--- src/rtl/pci_bus_arbiter.sv ---
// pci_bus_arbiter: central PCI bus arbiter with round-robin fairness,
// an idle-grant timeout and optional parking on the last owner.
//
// Ports:
//   CLK      bus clock, all logic on rising edge
//   RST      synchronous, active-high reset
//   REQn     active-low bus requests, bit i = master i
//   FRAMEn   PCI FRAME#, sampled
//   IRDYn    PCI IRDY#, sampled
//   GNTn     active-low grants, registered, at most one bit low
//   Owner    index of current/last grantee (registered)
//   BusBusy  high while the arbiter is in BUSY (registered)
module pci_bus_arbiter #(
    parameter int unsigned N_MASTERS = 4,
    parameter int unsigned TIMEOUT   = 16,
    parameter bit          PARK_EN   = 1'b1,
    localparam int unsigned OW = (N_MASTERS > 1) ? $clog2(N_MASTERS) : 1
) (
    input  logic                 CLK,
    input  logic                 RST,
    input  logic [N_MASTERS-1:0] REQn,
    input  logic                 FRAMEn,
    input  logic                 IRDYn,
    output logic [N_MASTERS-1:0] GNTn,
    output logic [OW-1:0]        Owner,
    output logic                 BusBusy
);

    localparam int unsigned CW = (TIMEOUT > 1) ? $clog2(TIMEOUT) : 1;

    typedef enum logic [1:0] {
        S_IDLE,
        S_GAP,
        S_GNT,
        S_BUSY
    } state_t;

    state_t                 state_q, state_d;
    logic [N_MASTERS-1:0]   gnt_n_d;
    logic [OW-1:0]          owner_d;
    logic [OW-1:0]          ptr_q, ptr_d;
    logic [CW-1:0]          cnt_q, cnt_d;
    logic                   granted_q, granted_d;

    logic                   bus_idle_c;
    logic                   any_req_c;
    logic                   own_req_c;
    logic                   others_req_c;
    logic                   parked_c;
    logic                   hi_hit_c, lo_hit_c;
    logic [OW-1:0]          hi_idx_c, lo_idx_c;
    logic [OW-1:0]          winner_c;

    // Active-low grant vector selecting a single master
    function automatic logic [N_MASTERS-1:0] gnt_for(input logic [OW-1:0] idx);
        gnt_for = ~(N_MASTERS'(1) << idx);
    endfunction

    // Index increment modulo N_MASTERS
    function automatic logic [OW-1:0] inc_mod(input logic [OW-1:0] idx);
        if (idx == OW'(N_MASTERS - 1)) begin
            inc_mod = '0;
        end else begin
            inc_mod = idx + OW'(1);
        end
    endfunction

    assign bus_idle_c   = FRAMEn & IRDYn;
    assign any_req_c    = ~(&REQn);
    assign own_req_c    = ~REQn[Owner];
    assign others_req_c = |(~REQn & gnt_for(Owner));
    assign parked_c     = ~GNTn[Owner];

    // Round-robin winner: lowest requester at or above Ptr, else lowest below it
    always_comb begin
        hi_hit_c = 1'b0;
        lo_hit_c = 1'b0;
        hi_idx_c = '0;
        lo_idx_c = '0;
        for (int i = N_MASTERS - 1; i >= 0; i--) begin
            if (!REQn[i]) begin
                if (i >= int'(ptr_q)) begin
                    hi_hit_c = 1'b1;
                    hi_idx_c = OW'(i);
                end else begin
                    lo_hit_c = 1'b1;
                    lo_idx_c = OW'(i);
                end
            end
        end
        winner_c = hi_hit_c ? hi_idx_c : lo_idx_c;
    end

    // Next-state and next-output logic
    always_comb begin
        state_d   = state_q;
        gnt_n_d   = GNTn;
        owner_d   = Owner;
        ptr_d     = ptr_q;
        cnt_d     = cnt_q;
        granted_d = granted_q;

        case (state_q)
            S_IDLE: begin
                if (!any_req_c) begin
                    // Parking only once someone has actually owned the bus
                    gnt_n_d = (PARK_EN && granted_q) ? gnt_for(Owner) : '1;
                end else if (bus_idle_c) begin
                    if ((winner_c == Owner) && parked_c) begin
                        // Parked master re-requests: grant already low, no turnaround
                        state_d = S_GNT;
                        cnt_d   = '0;
                    end else begin
                        owner_d = winner_c;
                        gnt_n_d = '1;
                        state_d = S_GAP;
                    end
                end else begin
                    gnt_n_d = '1;
                end
            end

            S_GAP: begin
                gnt_n_d   = gnt_for(Owner);
                cnt_d     = '0;
                granted_d = 1'b1;
                state_d   = S_GNT;
            end

            S_GNT: begin
                if (!FRAMEn) begin
                    // Transaction start beats both withdrawal and timeout
                    state_d = S_BUSY;
                    ptr_d   = inc_mod(Owner);
                end else if (!own_req_c) begin
                    state_d = S_IDLE;
                    gnt_n_d = '1;
                end else if (bus_idle_c) begin
                    if (cnt_q == CW'(TIMEOUT - 1)) begin
                        state_d = S_IDLE;
                        gnt_n_d = '1;
                        ptr_d   = inc_mod(Owner);
                    end else begin
                        cnt_d = cnt_q + CW'(1);
                    end
                end
            end

            S_BUSY: begin
                // Any competing request pulls the grant so the owner yields
                gnt_n_d = (own_req_c && !others_req_c) ? gnt_for(Owner) : '1;
                if (bus_idle_c) begin
                    state_d = S_IDLE;
                end
            end

            default: begin
                state_d = S_IDLE;
                gnt_n_d = '1;
            end
        endcase
    end

    // State and output registers
    always_ff @(posedge CLK) begin
        if (RST) begin
            state_q   <= S_IDLE;
            GNTn      <= '1;
            Owner     <= '0;
            ptr_q     <= '0;
            cnt_q     <= '0;
            granted_q <= 1'b0;
            BusBusy   <= 1'b0;
        end else begin
            state_q   <= state_d;
            GNTn      <= gnt_n_d;
            Owner     <= owner_d;
            ptr_q     <= ptr_d;
            cnt_q     <= cnt_d;
            granted_q <= granted_d;
            BusBusy   <= (state_d == S_BUSY);
        end
    end

endmodule

--- config.mk ---
export PLATFORM = sky130hd
export DESIGN_NAME = pci_bus_arbiter
export DESIGN_NICKNAME = d
export VERILOG_FILES = /design/src/rtl/pci_bus_arbiter.sv
export SDC_FILE = /design/constraint.sdc
export NUM_CORES = 1
export LEC_CHECK = 0
export CORE_ASPECT_RATIO = 0.7
export CORE_UTILIZATION = 45
export CTS_CLUSTER_SIZE = 24
export DETAILED_ROUTE_END_ITERATION = 16
export HOLD_SLACK_MARGIN = 0.12
export PLACE_DENSITY = 0.66
export SYNTH_ARGS = -nofsm -noshare
export SYNTH_HDL_FRONTEND = slang
export SYNTH_SLANG_ARGS = --single-unit
--- constraint.sdc ---
create_clock -name CLK -period 5.6 [get_ports CLK]
set_clock_uncertainty 0.1 [all_clocks]
set_input_delay 1.12 -clock CLK [delete_from_list [all_inputs] [get_ports CLK]]
set_output_delay 1.12 -clock CLK [all_outputs]
set_load 0.02 [all_outputs]
==> reports/metrics.cfg, run 1 <==
[critical_path]
critical_path.max_fanout=7
max_stage_delay_ns=0.59
critical_path_required_ns=5.66
kind_of_end_point_of_the_critical_path=flop
critical_path.startpoint_type=input pin
critical_path.cell_chain=clkdlybuf4s50_1 -> mux4_2 -> nor4_2 -> nor2_1 -> nor4_1 -> nor3_1
critical_path.slowest_cell=sky130_fd_sc_hd__mux4_2
crit_buf_inv=1
worstSetupPathType=in -> reg
critical-path-top-delay-family=simple AND/OR/NAND/NOR gates
critical_path_arrival_ns=3.11

[clock_network]
cts.sinks=16
cts.clk_slew.worst_paths_ns=0.09
cts.repair.resized=0
cts_root_buf=sky130_fd_sc_hd__clkbuf_4
post_cts_buffers=0
holdBufCountCts=0
tritoncts.num_buffers=3
clk-insertion-delay-late_ns=0.30
tritoncts_clock_tree=yes
cts.htree.levels=1
cts.path.max_buffers=2

[yosys]
synthesis.yosys.warnings=0
synthDominantCellAreaShare_pct=31.41
syn-cell-area_mm2=0.001020
synth_flop_cell=sky130_fd_sc_hd__dfxtp_1
synth-seq-area-share_pct=31.41
post_synth_inst_count=123
synth_commonest_cells=16 x sky130_fd_sc_hd__dfxtp_1, 13 x sky130_fd_sc_hd__inv_1, 12 x sky130_fd_sc_hd__nand2_1
synth_area_leaders=sky130_fd_sc_hd__dfxtp_1 31%, sky130_fd_sc_hd__ha_1 6.1%, sky130_fd_sc_hd__inv_1 4.8%, sky130_fd_sc_hd__nand2_1 4.4%, sky130_fd_sc_hd__nand2b_1 3.1%
yosys.cell_count.top_type=sky130_fd_sc_hd__dfxtp_1
syn_nets=136
syn_avg_cell_area_um2=8.290
synth_seq_cells=16
synth-edff-count=0
synth_async_sr_flop_share_pct=0
synth_top_area_cell=sky130_fd_sc_hd__dfxtp_1
ys_types=42

[power_and_ir_drop]
p_per_cell_area_mw_per_mm2=206.5
max-vdd-ir-drop_mv=0.1302
p_leak_nw=0.4834

[final_layout]
multi_input_comb_area_um2=635.6
fillers=204
post_route_cells_drive_above_1_share_pct=8.759
syn_to_final_growth_pct=19.75
final-seq-area_um2=320.3
finalCoreUtilization_pct=57.14
fin_area_mm2=0.001221
number_of_diodes=0
layout.nets=151

[die]
top_level_ports=15
dieArea_mm2=0.002463
fp.dieW_um=58.90
floorplan.initialDensity_pct=47.72
die_h_um=41.83
core_area_mm2=0.002137
fp-row-count=14

[timing]
timing.setup.tns_ns=0
setup_violations=0
min_clock_period_post_route_ns=3.048
final_max_slew_viol_count=0
clock.fmax_mhz=328.1
period_share_pct=54.42
setup_ws_ns=2.552
rsz0062_at_grt=no
worst_slew_pin_slew_ns=0.5685
max-slew-margin-rel_pct=61.98
hold_slack_ns=0.3844
hold_viol=0

[grt]
pin_count_of_the_biggest_net_entering_global_routing=17
grt_overflow_total=0
total_routing_resource_utilization_after_global_routing_pct=22.67
first_global_vias=880
first_pass_grt_wire_length_mm=4.140
antenna_violations_before_repair=0

[drt]
via_per_inst=5.527
wire_per_inst_um=14.01
drt_drc_violations_left=0
1st_iter_drt_viols=33
drt.antenna.violating_nets=0
vias=934
drt_total_wl_mm=2.368
drt_pre_antenna_iters=4

[place]
place.port_buffers=14
globalplace.congestion=0.8149
dpl_cell_area_mm2=0.001185
hpwl_mm=1.831
place_ws_ns=2.268

[status]
outcome=complete, no violations

[worst_hold_path]
hold_path_class=reg -> reg

[job]
maxCapViolations=0

placed cells by master, fill, tap and decap left out, types with 3 or more instances in the layout:
cell type	count
sky130_fd_sc_hd__dfxtp_1	16
sky130_fd_sc_hd__clkdlybuf4s50_1	14
sky130_fd_sc_hd__inv_1	13
sky130_fd_sc_hd__nand2_1	12
sky130_fd_sc_hd__nor2_1	7
sky130_fd_sc_hd__nand2b_1	5
sky130_fd_sc_hd__o22ai_1	5
sky130_fd_sc_hd__ha_1	5
sky130_fd_sc_hd__a21oi_1	4
sky130_fd_sc_hd__o21ai_1	4
sky130_fd_sc_hd__a22oi_1	4
sky130_fd_sc_hd__o21ai_0	3
sky130_fd_sc_hd__nor2b_1	3
sky130_fd_sc_hd__nor3_1	3
sky130_fd_sc_hd__clkbuf_4	3
sequential cells by signal, indices dropped and copies added (netlist names):
| signal | flops |
|---|---|
| Owner | 2 |
| ptr_q | 2 |
| GNTn | 4 |
| cnt_q | 4 |
| BusBusy | 1 |
| state_q | 2 |
| granted_q | 1 |
metal layers:
metal / vias up / routed length (um) / global-route usage, %
met5: - / 0 / 0
met4: 0 / 16 / 5.714
met3: 3 / 156 / 6.854
met2: 28 / 956 / 30.45
met1: 432 / 1239 / 34.70
li1: 471 / - / -
tightest hold or removal path, cell delays in order (launching register included):
cell and delay [ns]:
sky130_fd_sc_hd__dfxtp_1 0.33, sky130_fd_sc_hd__inv_1 0.05, sky130_fd_sc_hd__a22oi_1 0.06
metrics by stage:
step / instances / power, mW
after global placement: 165 / 0.1757
after detailed placement: 165 / 0.1763
after CTS: 169 / 0.2538
after floorplan: 123 / 0.1586
after global routing: 169 / 0.2678
final: 169 / 0.2522
power breakdown:
group          switching (mW)  internal [mW]  total [mW]
sequential            0.00690          0.118       0.124
clock                  0.0378         0.0397      0.0775
combinational          0.0272         0.0230      0.0502
total                  0.0719          0.180       0.252
area by class of cell:
cell class,instances,area share [%]
sequential,16,26.23
inverter,13,3.996
timing repair buffer,14,11.48
multi-input combinational,90,52.05
clock buffer,4,2.971
tap,32,3.279
worst paths after layout:
path                 start       end  slack [ns]  depth (start not counted)
hold reg to reg    GNTn[1]   GNTn[1]        0.38                          2
setup reg to reg  Owner[1]  cnt_q[0]        3.38                          5
hold / removal     GNTn[1]   GNTn[1]        0.38                          2
setup / recovery   REQn[1]  cnt_q[0]        2.55                          6
logic make-up (layout without fill, tap and decap cells):
kind of cell / count (synthesis) / after routing / synth area share (%)
AO/OA/AOI/OAI: 35 / 35 / 24.05
XOR/XNOR: 2 / 2 / 2.455
adder cells (fa/ha/maj): 5 / 5 / 6.135
buffers and inverters: 17 / 31 / 6.258
flip-flops: 16 / 16 / 31.41
multiplexers: 5 / 5 / 6.625
AND/OR/NAND/NOR: 43 / 43 / 23.07
(Power assumes the default switching activity.)
==> inputs of run 2 (changes only) <==
==> constraint.sdc (replaced) <==
create_clock -name CLK -period 2.9 [get_ports CLK]
set_clock_uncertainty 0.1 [all_clocks]
set_input_delay 0.58 -clock CLK [delete_from_list [all_inputs] [get_ports CLK]]
set_output_delay 0.58 -clock CLK [all_outputs]
set_load 0.02 [all_outputs]
==> run 2 against run 1 <==
Effect of this change: utilization is 1.1 points higher; setup slack worse by 2.1 ns; via count is 0.64% higher; largest power group unchanged; register-to-register slack worse by 2.7 ns.
==> reports/metrics.cfg, run 2 (synthesis results as in run 1) <==
[drt]
drt.antenna.violating_nets=0
wire_per_inst_um=13.33
drt_drc_violations_left=0
drt_pre_antenna_iters=4
drt_total_wl_mm=2.293
vias=940
via_per_inst=5.465
1st_iter_drt_viols=48

[clock_network]
cts.htree.levels=1
cts.sinks=16
holdBufCountCts=0
cts.clk_slew.worst_paths_ns=0.09
post_cts_buffers=0
clk-insertion-delay-late_ns=0.29
cts.repair.resized=0
cts_root_buf=sky130_fd_sc_hd__clkbuf_4
tritoncts.num_buffers=3
tritoncts_clock_tree=yes
cts.path.max_buffers=2

[critical_path]
critical_path_required_ns=2.96
kind_of_end_point_of_the_critical_path=flop
critical_path.cell_chain=clkdlybuf4s50_1 -> mux4_2 -> nand2b_1 -> a2111o_1 -> o31ai_2 -> a22oi_1
critical-path-top-delay-family=compound AO/OA/AOI/OAI gates
critical_path_arrival_ns=2.53
critical_path.startpoint_type=input pin
crit_buf_inv=1
worstSetupPathType=in -> reg
critical_path.max_fanout=7
critical_path.slowest_cell=sky130_fd_sc_hd__mux4_2
max_stage_delay_ns=0.58

[place]
hpwl_mm=1.798
globalplace.congestion=0.8300
place.port_buffers=14

[grt]
first_pass_grt_wire_length_mm=3.898
total_routing_resource_utilization_after_global_routing_pct=21.27
antenna_violations_before_repair=0
first_global_vias=885
pin_count_of_the_biggest_net_entering_global_routing=12
grt_overflow_total=0

[timing]
timing.setup.tns_ns=0
min_clock_period_post_route_ns=2.466
setup_violations=0
period_share_pct=85.05
clock.fmax_mhz=405.5
final_max_slew_viol_count=0
rsz0062_at_grt=no
hold_viol=0
max-slew-margin-rel_pct=70.86
worst_slew_pin_slew_ns=0.4365

[die]
fp.dieW_um=58.90
dieArea_mm2=0.002463
core_area_mm2=0.002137
floorplan.initialDensity_pct=47.72
die_h_um=41.83
fp-row-count=14
top_level_ports=15

[final_layout]
top_regs=GNTn: 4 flops, cnt_q: 4 flops
layout.nets=154
final_cell_mix=16 x sky130_fd_sc_hd__dfxtp_1, 14 x sky130_fd_sc_hd__clkdlybuf4s50_1, 13 x sky130_fd_sc_hd__inv_1
syn_to_final_growth_pct=21.96
post_route_cells_drive_above_1_share_pct=10.71
layout.cells.most_common=sky130_fd_sc_hd__dfxtp_1
finalCoreUtilization_pct=58.20
number_of_diodes=0

[power_and_ir_drop]
power.net_switching_mw=0.1393
power.clock.fraction_pct=30.5
share_comb_of_total_power_pct=20.8
p_per_cell_area_mw_per_mm2=395.8
netSwitchingFraction_pct=28.30
intPower_mw=0.3529
p_leak_nw=0.4976
max-vdd-ir-drop_mv=0.2555
p_seq_share_pct=48.7

[status]
outcome=complete, no violations

[worst_hold_path]
hold_path_class=reg -> reg

[job]
maxCapViolations=0

==> run 2: power groups by stage <==
stage	logic, mW	registers, mW	clock network (mW)
2_1_floorplan	0.0672	0.239	0
3_3_place_gp	0.100	0.245	0
3_5_place_dp	0.102	0.245	0
4_1_cts	0.102	0.240	0.156
5_1_grt	0.112	0.241	0.172
6_report	0.103	0.240	0.150
==> run 2: metrics by stage <==
stage | instance area, um^2 | setup slack [ns] | total power, mW | hold WS, ns | cells
floorplan | 1020 | 0.7241 | 0.3063 | 0.3287 | 123
global placement | 1207 | 0.1840 | 0.3451 | 0.3635 | 168
detailed placement | 1207 | 0.1252 | 0.3464 | 0.3608 | 168
CTS | 1244 | 0.4535 | 0.4973 | 0.3806 | 172
global route | 1244 | 0.2642 | 0.5253 | 0.4028 | 172
finish | 1244 | 0.4337 | 0.4922 | 0.3759 | 172
==> run 2: cell type report <==
type | count | area, um^2
Sequential cell | 16 | 320.3
Clock buffer | 4 | 36.28
Fill cell | 208 | 893.4
Inverter | 13 | 48.80
Timing Repair Buffer | 17 | 162.7
Multi-Input combinational cell | 90 | 635.6
Tap cell | 32 | 40.04
==> run 2: final timing paths <==
kind	startpoint	slack, ns	to	cells after the start
setup / recovery	REQn[1]	0.43	GNTn[0]	6
setup reg to reg	Owner[1]	0.71	GNTn[0]	5
hold reg to reg	GNTn[1]	0.38	GNTn[1]	2
hold / removal	GNTn[1]	0.38	GNTn[1]	2
==> run 2: tightest hold or removal path: stages, from the launching register on <==
cell                      delay (ns)
sky130_fd_sc_hd__dfxtp_1        0.33
sky130_fd_sc_hd__inv_1          0.05
sky130_fd_sc_hd__a22oi_1        0.05
==> run 2: per-layer routing <==
metal	wire, um	share of wire (%)	vias up	global-route usage [%]
li1	-	-	480	-
met1	1250	55	439	31.46
met2	916	40	18	30.00
met3	115	5.0	3	6.542
met4	10	0.44	0	4.762
met5	0	0	-	0
